**config.mk**
```make
export PLATFORM = sky130hd
export DESIGN_NAME = hazard_ctrl
export DESIGN_NICKNAME = d
export VERILOG_FILES = /design/src/rtl/hazard_pkg.sv /design/src/rtl/dmem_wait_fsm.sv /design/src/rtl/hazard_ctrl.sv
export SDC_FILE = /design/constraint.sdc
export NUM_CORES = 1
export LEC_CHECK = 0
export ABC_CLOCK_PERIOD_IN_PS = 2700
export CORE_ASPECT_RATIO = 1.75
export CORE_UTILIZATION = 35
export DETAILED_ROUTE_END_ITERATION = 16
export PLACE_DENSITY = 0.74
export SYNTH_ARGS = -nofsm -noshare
export SYNTH_HDL_FRONTEND = slang
export SYNTH_SLANG_ARGS = --single-unit
```
**constraint.sdc**
```tcl
create_clock -name clk -period 2.7 [get_ports clk]
set_input_delay 0.81 -clock clk [delete_from_list [all_inputs] [get_ports clk]]
set_output_delay 0.81 -clock clk [all_outputs]
set_load 0.02 [all_outputs]
```
**src/rtl/hazard_pkg.sv**
```systemverilog
`default_nettype none
// +--------------------------------------------------------------------+
// | hazard_pkg : memory FSM state type and forwarding-select encodings  |
// | Rev 1.0                                                             |
// +--------------------------------------------------------------------+
package hazard_pkg;

  typedef enum logic [1:0] {
    IDLE     = 2'd0,
    MEM_WAIT = 2'd1,
    MEM_ERR  = 2'd2
  } mem_state_t;

  localparam logic [1:0] FWD_RF = 2'b00;
  localparam logic [1:0] FWD_W  = 2'b01;
  localparam logic [1:0] FWD_M  = 2'b10;

endpackage
`default_nettype wire

```
**src/rtl/dmem_wait_fsm.sv**
```systemverilog
`default_nettype none
// +--------------------------------------------------------------------+
// | dmem_wait_fsm : data-memory handshake, pipeline freeze and timeout  |
// | Rev 1.0                                                             |
// +--------------------------------------------------------------------+
module dmem_wait_fsm
  import hazard_pkg::*;
#(
  parameter int MEM_TIMEOUT = 16,
  parameter int TO_W        = 5
) (
  input  logic clk,
  input  logic reset_n,
  input  logic mem_access,
  input  logic dmem_ready,
  output logic dmem_req,
  output logic memstall,
  output logic mem_err
);

  localparam logic [TO_W-1:0] TO_LAST = TO_W'(MEM_TIMEOUT - 1);

  mem_state_t      state;
  mem_state_t      state_nxt;
  logic [TO_W-1:0] cnt;
  logic [TO_W-1:0] cnt_nxt;

  always_ff @(posedge clk or negedge reset_n) begin
    if (!reset_n) begin
      state <= IDLE;
      cnt   <= '0;
    end else begin
      state <= state_nxt;
      cnt   <= cnt_nxt;
    end
  end

  always_comb begin
    state_nxt = state;
    cnt_nxt   = cnt;
    dmem_req  = 1'b0;
    memstall  = 1'b0;
    mem_err   = 1'b0;
    case (state)
      IDLE: begin
        dmem_req = mem_access;
        if (mem_access && !dmem_ready) begin
          state_nxt = MEM_WAIT;
          cnt_nxt   = '0;
          memstall  = 1'b1;
        end
      end
      MEM_WAIT: begin
        dmem_req = 1'b1;
        cnt_nxt  = cnt + 1'b1;
        if (dmem_ready) begin
          state_nxt = IDLE;
        end else begin
          memstall = 1'b1;
          if (cnt == TO_LAST) state_nxt = MEM_ERR;
        end
      end
      MEM_ERR: begin
        memstall = 1'b1;
        mem_err  = 1'b1;
      end
      default: state_nxt = IDLE;
    endcase
    // State is already forced to IDLE; this also masks a pending access.
    if (!reset_n) begin
      dmem_req = 1'b0;
      memstall = 1'b0;
    end
  end

endmodule
`default_nettype wire

```
**src/rtl/hazard_ctrl.sv**
```systemverilog
`default_nettype none
// +--------------------------------------------------------------------+
// | hazard_ctrl : forwarding, stall and flush control for 5-stage MIPS  |
// | Optional HAZARD_PERF_CNT_EN adds stall_cnt / flush_cnt.  Rev 1.0    |
// +--------------------------------------------------------------------+
module hazard_ctrl
  import hazard_pkg::*;
#(
  parameter int MEM_TIMEOUT = 16,
  parameter int TO_W        = 5
) (
  input  logic       clk,
  input  logic       reset_n,
  input  logic [4:0] rs_d,
  input  logic [4:0] rt_d,
  input  logic [4:0] rs_e,
  input  logic [4:0] rt_e,
  input  logic [4:0] writereg_e,
  input  logic [4:0] writereg_m,
  input  logic [4:0] writereg_w,
  input  logic       regwrite_e,
  input  logic       regwrite_m,
  input  logic       regwrite_w,
  input  logic       memtoreg_e,
  input  logic       memtoreg_m,
  input  logic       memwrite_m,
  input  logic       branch_d,
  input  logic       bne_d,
  input  logic       jump_d,
  input  logic       pcsrc_d,
  input  logic       dmem_ready,
  output logic       dmem_req,
  output logic [1:0] forward_ae,
  output logic [1:0] forward_be,
  output logic       forward_ad,
  output logic       forward_bd,
  output logic       stall_f,
  output logic       stall_d,
  output logic       stall_e,
  output logic       stall_m,
  output logic       flush_d,
  output logic       flush_e,
  output logic       mem_err
`ifdef HAZARD_PERF_CNT_EN
  ,
  output logic [31:0] stall_cnt,
  output logic [31:0] flush_cnt
`endif
);

  logic memstall;
  logic lwstall;
  logic brstall;

  dmem_wait_fsm #(
    .MEM_TIMEOUT(MEM_TIMEOUT),
    .TO_W       (TO_W)
  ) u_dmem_wait_fsm (
    .clk       (clk),
    .reset_n   (reset_n),
    .mem_access(memwrite_m | memtoreg_m),
    .dmem_ready(dmem_ready),
    .dmem_req  (dmem_req),
    .memstall  (memstall),
    .mem_err   (mem_err)
  );

  // M stage result is younger than W, so it wins when both match.
  always_comb begin
    forward_ae = FWD_RF;
    forward_be = FWD_RF;
    if (rs_e != 5'd0 && rs_e == writereg_m && regwrite_m)      forward_ae = FWD_M;
    else if (rs_e != 5'd0 && rs_e == writereg_w && regwrite_w) forward_ae = FWD_W;
    if (rt_e != 5'd0 && rt_e == writereg_m && regwrite_m)      forward_be = FWD_M;
    else if (rt_e != 5'd0 && rt_e == writereg_w && regwrite_w) forward_be = FWD_W;
  end

  assign forward_ad = (rs_d != 5'd0) && (rs_d == writereg_m) && regwrite_m;
  assign forward_bd = (rt_d != 5'd0) && (rt_d == writereg_m) && regwrite_m;

  assign lwstall = memtoreg_e && ((rs_d == rt_e) || (rt_d == rt_e));
  assign brstall = (branch_d | bne_d) &&
                   ((regwrite_e && ((writereg_e == rs_d) || (writereg_e == rt_d))) ||
                    (memtoreg_m && ((writereg_m == rs_d) || (writereg_m == rt_d))));

  always_comb begin
    stall_f = 1'b0;
    stall_d = 1'b0;
    stall_e = 1'b0;
    stall_m = 1'b0;
    flush_d = 1'b0;
    flush_e = 1'b0;
    if (!reset_n) begin
      flush_d = 1'b1;
      flush_e = 1'b1;
    end else if (memstall) begin
      stall_f = 1'b1;
      stall_d = 1'b1;
      stall_e = 1'b1;
      stall_m = 1'b1;
    end else if (lwstall | brstall) begin
      stall_f = 1'b1;
      stall_d = 1'b1;
      flush_e = 1'b1;
    end else begin
      flush_d = pcsrc_d | jump_d;
    end
  end

`ifdef HAZARD_PERF_CNT_EN
  always_ff @(posedge clk or negedge reset_n) begin
    if (!reset_n) begin
      stall_cnt <= '0;
      flush_cnt <= '0;
    end else begin
      if (stall_f && stall_cnt != 32'hFFFF_FFFF)               stall_cnt <= stall_cnt + 32'd1;
      if ((flush_d | flush_e) && flush_cnt != 32'hFFFF_FFFF) flush_cnt <= flush_cnt + 32'd1;
    end
  end
`endif

endmodule
`default_nettype wire

```
== After elaboration in Yosys (flattened, before gate mapping) ==
Cells that the tools add are included.

* Input bits: 48
* Output and inout port bits: 14
* Bits in registers: 7

* Add/sub/neg operators: 1
* Bitwise logic cells: 5
* Mux-type cells: 27
* Reduce and logical (&&, ||, !) cells: 30
* Eq/ne operators: 17

{| class="wikitable"
|+ Operators with widths
! cell !! number
|-
| $eq A5 B5 Y1 || 12
|-
| $reduce_bool A5 Y1 || 4
|-
| $logic_and A1 B1 Y1 || 17
|-
| $mux W1 || 17
|-
| $mux W2 || 5
|-
| $pmux W5 S2 || 1
|-
| $pmux W2 S3 || 1
|-
| $add A5 B1 Y5 const B || 1
|-
| $eq A5 B4 Y1 const B || 1
|-
| $mux W5 || 1
|-
| $logic_or A1 B1 Y1 || 4
|-
| $or A1 B1 Y1 || 4
|-
| $ne A3 B2 Y1 const B || 1
|-
| $pmux W1 S3 || 1
|-
| $reduce_and A3 Y1 || 1
|-
| $eq A2 B1 Y1 const B || 1
|-
| $eq A2 B2 Y1 const B || 1
|-
| $logic_not A2 Y1 || 1
|-
| $ne A2 B1 Y1 const B || 1
|-
| $pmux W1 S2 || 1
|-
| $reduce_and A2 Y1 || 1
|-
| $reduce_bool A2 Y1 || 1
|-
| $logic_not A1 Y1 || 1
|-
| $not A1 Y1 || 1
|}

== Depth between registers and ports, before layout ==
Gate-level depths: netlist of run 1.

* Depth after elaboration: 9
* Depth in mapped cells: 7

== By module ==
From an unflattened synthesis of run 1, not the netlist that was laid out.

* Cells, all modules: 136
* Area total of the unflattened synthesis: 1,131.1 µm²

{| class="wikitable"
|+ By module, submodules not included
! module !! times used !! seq. area each (µm²) !! cells each !! area each (µm²)
|-
| hazard_ctrl || 1 || 0.0 || 103 || 748.2
|-
| dmem_wait_fsm || 1 || 175.2 || 33 || 382.9
|}

== Worst setup path before layout of run 1 ==
No wires, ideal clock.

* Path type: input to output
* Start point: in rs_e[2]
* End point: out forward_ae[0]
* Arrival: 2,317 ps
* Path slack: -427 ps
* Stages: 4
* Required time: 1,890 ps
* Path buffers: 0
* Path through: or4_1 -> nor2_1 -> nor4_1 -> nor4_1

* Word-level cells in the longest chain between the ends: 5
* Elaborated cells on any way between the ends: 9

{| class="wikitable"
|+ Ends and longest elaborated chain
! what !! line !! text
|-
| from (decl) || hazard_ctrl.sv:16 || <nowiki>input logic [4:0] rs_e,</nowiki>
|-
| $eq A5 B5 Y1 / $reduce_bool A5 Y1 (equally long branches) || hazard_ctrl.sv:73, hazard_ctrl.sv:72 ||
|-
| $logic_and A1 B1 Y1 (2 in series) || hazard_ctrl.sv:73 || <nowiki>else if (rs_e != 5'd0 && rs_e == writereg_w && regwrite_w) forward_ae = FWD_W;</nowiki>
|-
| $mux W1 || hazard_ctrl.sv:73 ||
|-
| $mux W2 * || hazard_ctrl.sv:72 || <nowiki>if (rs_e != 5'd0 && rs_e == writereg_m && regwrite_m) forward_ae = FWD_M;</nowiki>
|-
| to (decl) || hazard_ctrl.sv:33 || <nowiki>output logic [1:0] forward_ae,</nowiki>
|}

Mark *: on every way between the ends. The rest lies on a longest branch, timed or not.

== Final worst setup path of run 1 ==
* Start point: in rt_d[0]
* End point: out stall_d

* Word-level cells in the longest chain between the ends: 9
* Elaborated cells on any way between the ends: 15

{| class="wikitable"
|+ Ends and longest elaborated chain
! what !! line !! text
|-
| from (decl) || hazard_ctrl.sv:15 || <nowiki>input logic [4:0] rt_d,</nowiki>
|-
| $eq A5 B5 Y1 (on tied branches) || hazard_ctrl.sv:83, hazard_ctrl.sv:84 ||
|-
| $logic_or A1 B1 Y1 (on tied branches) || hazard_ctrl.sv:83, hazard_ctrl.sv:84 ||
|-
| $logic_and A1 B1 Y1 (on tied branches) || hazard_ctrl.sv:83, hazard_ctrl.sv:84 ||
|-
| $logic_or A1 B1 Y1 || hazard_ctrl.sv:83 || <nowiki>((regwrite_e && ((writereg_e == rs_d) || (writereg_e == rt_d))) ||</nowiki>
|-
| $logic_and A1 B1 Y1 || hazard_ctrl.sv:82 || <nowiki>assign brstall = (branch_d | bne_d) &&</nowiki>
|-
| $or A1 B1 Y1 * || hazard_ctrl.sv:101 || <nowiki>end else if (lwstall | brstall) begin</nowiki>
|-
| $mux W1 * || hazard_ctrl.sv:101 ||
|-
| $mux W1 * || hazard_ctrl.sv:96 || <nowiki>end else if (memstall) begin</nowiki>
|-
| $mux W1 * || hazard_ctrl.sv:93 || <nowiki>if (!reset_n) begin</nowiki>
|-
| to (decl) || hazard_ctrl.sv:38 || <nowiki>output logic stall_d,</nowiki>
|}

Marked as above.

==> metrics.txt, run 1 <==
synth cell count leaders 36 x xnor2_1, 15 x xor2_1, 10 x nand2_1; worst-margin pin slew 396 ps; Post-synth EDFFs 0; critical path buffer and inverter count 3; VDD IR max 255 uV; DP HPWL 3.55 mm; RR Endpoint u_dmem_wait_fsm.state[0]$_DFFE_PN0P_; RSZ-0062 raised after global routing yes; Slew Limit Fails 0; Leakage 1.02 nW; Pint 423 uW; Critical Path Start rt_d[0]; Yosys warnings 0; Worst Setup End Kind output port; setup tns final -1140 ps; Final Setup Violations 8; Slew Limit Headroom 73.5%; Synth Flop Type dfrtp_1; core box area 2990 sq um; CP top delay family compound AO/OA/AOI/OAI gates; starting density of the core 37.6%; number of global-route vias before repair 1605; Synth top area share 28.0%; Sequential Power Share 20.1%; sequential area share after synthesis 15.6%; WHS 486 ps; top post-synthesis cells by area xnor2_1 28%, dfrtp_1 16%, xor2_1 12%; combinational share of power 57.4%; die area 3460 sq um; Pre-antenna DRT Iters 6; post-route clock skew 6.71 ps; Worst Hold Class reg -> reg; Clock Path Buffers 2; top fanout value on the critical path 3; max incr delay on CP 340 ps; number of fill cells 191; antenna cells 0; final WL 4.74 mm; clock sinks 7; vias after detailed routing 1455; routability congestion estimate 0.928; GRT Total Usage 26.9%; met2 WL post-DR 2.70 mm; Layout area overhead 110%; antenna violations before repair 0; Post-CTS Hold Buffers 0; PD cells 275 nW/um^2; Core Rows 26; uppermost layer routed met4; crit-path cells buf_6 > buf_4 > xnor2_1 > nand4_1 > o22ai_2 > a211o_1 > o21a_4 > buf_6; wire length on met3 274 microns; Reg clk slew, reported paths 40 ps; die height 77.0 microns; IO Port Bufs 61; Clk network pwr share 22.5%; worst hold endpoint u_dmem_wait_fsm.cnt[4]$_DFFE_PN0P_; DRC 0; Die W 44.9 microns; ys async rst share 100%; WHS Path Cells 2; # IOs 62; syn_nets 189; gr ovfl total 0; run status complete, but fails checks; mean routed wirelength per cell 17.1 microns; Clk Latency, worst-skew pair 230 ps; initial DRC count 31; period utilization 108%; total CTS buffers 3; Setup crit start kind primary input; Avg Cell Area, Syn 8.10 sq um; critical path's most frequent cell buf_6; H-tree depth 1; f_max 344 MHz; Cells after Synth 139; wire length on met1 1.50 mm; Seq cells post-synth 7; Final min period 2910 ps; slowest cell on the critical path a211o_1; Required @ worst endpoint 1890 ps; hold_sp u_dmem_wait_fsm.cnt[4]$_DFFE_PN0P_; Detail Route Antenna Nets 0; Mapped Area 1130 sq um; most frequent cell after synthesis xnor2_1; length in cells of the worst reg-to-reg path 4; largest net degree at the start of global routing 8; DR vias/cell 5.23; cell taking the most area after synthesis xnor2_1; failing checks negative setup slack; final hold violations 0; flop2flop setup slack 1140 ps; root buffer cell clkbuf_8; Max-cap violations 0; setup ws final -208 ps; critical path class in -> out; Critical Path AT 2100 ps; CTS tree done; switch share 34.8%; Distinct cells, synth 33; share of post-route cells with drive strength above 1 55.9%; fin nets 287; reg2reg start u_dmem_wait_fsm.cnt[0]$_DFFE_PN0P_; sw power 226 uW; first-pass GRT wire length 6.89 mm
how the worst max path moves through the flow:
stage / to / slack (ps) / cells after the start
floorplan: forward_be[0] / -170 / 5
global placement: flush_d / -1120 / 7
detailed placement: flush_d / -1140 / 7
CTS: forward_ae[0] / -250 / 6
global route: stall_f / -260 / 8
finish: stall_d / -210 / 8
layout make-up:
cell class	count	area, sq um	area share [%]
inverter	2	7.51	0.318
timing repair buffer	102	922	39.0
sequential	7	175	7.41
multi-input combinational	121	1160	49.1
clock buffer	4	45.0	1.91
tap	42	52.6	2.22
sequential cells by signal (all words and copies together), names as in the netlist:
| name | count |
|---|---|
| u_dmem_wait_fsm.state | 2 |
| u_dmem_wait_fsm.cnt | 5 |
worst reg2reg max path: cells and delay by family, from the launching register on:
kind	cells	cell delay, ps
flops	1	410
fa+ha+maj	2	440
compound gates	1	400
simple gates	1	190
metrics by stage:
step	cell area, sq um	setup slack [ps]	power (mW)	instances	utilization, %
after floorplan	1230	-173	0.283	139	-
after global placement	2050	-1120	0.437	268	68.6
after detailed placement	2050	-1140	0.446	268	68.6
after CTS	2220	-246	0.616	276	74.1
after global routing	2360	-258	0.683	278	79.0
final	2360	-208	0.649	278	79.0
routing by layer:
metal / track usage [%] / vias to the layer above
met5: 0 / -
met2: 53.4 / 85
met3: 4.24 / 26
met4: 16.7 / 0
li1: - / 671
met1: 21.9 / 673
placed cells by master (no fill, tap or decap), types with 4 or more instances in the layout:
cell type	n
xnor2_2	10
nor4_4	4
nand4_1	6
xnor2_1	26
o21ai_0	5
dfrtp_1	7
buf_4	39
nand2_1	10
nor2_1	6
xor2_1	11
xor2_2	4
buf_2	9
buf_8	5
buf_6	31
clkdlybuf4s50_1	10
or4_4	4
dlygate4sd2_1	4
cells by family after synthesis:
family | synth area share (%)
DFF | 15.6
AOI/OAI and AO/OA | 13.4
and+or+nand+nor | 23.4
xor gates and xnor gates | 39.7
adders and majority gates | 2.22
buffers and inverters | 5.67
power by group through the flow:
stage               logic, mW  registers (mW)  clock network (mW)
CTS                     0.337           0.130               0.148
global route            0.395           0.132               0.156
detailed placement      0.315           0.131                   0
finish                  0.372           0.130               0.146
global placement        0.307           0.130                   0
floorplan               0.153           0.129                   0
timing repair:
action,4_1_cts,5_1_grt
endpoints found under the setup margin,13,13
buffers inserted,4,3
pin swaps,36,23
resized for setup,254,44
Power figures use the tool's default switching activity.
==> run 2: changes to the inputs <==
--- a/config.mk
+++ b/config.mk
@@ -9,6 +9,7 @@
 export CORE_ASPECT_RATIO = 1.75
 export CORE_UTILIZATION = 35
 export DETAILED_ROUTE_END_ITERATION = 16
+export HOLD_SLACK_MARGIN = 0.08
 export PLACE_DENSITY = 0.74
 export SYNTH_ARGS = -nofsm -noshare
 export SYNTH_HDL_FRONTEND = slang
==> results of run 2 <==
No change in the layout: final DEF, timing and power equal those of run 1.
==> run 3: changes to the inputs <==
--- a/config.mk
+++ b/config.mk
@@ -14,3 +14,4 @@
 export SYNTH_ARGS = -nofsm -noshare
 export SYNTH_HDL_FRONTEND = slang
 export SYNTH_SLANG_ARGS = --single-unit
+export TNS_END_PERCENT = 100
==> results of run 3 <==
No change in the layout: final DEF, timing and power equal those of run 1.
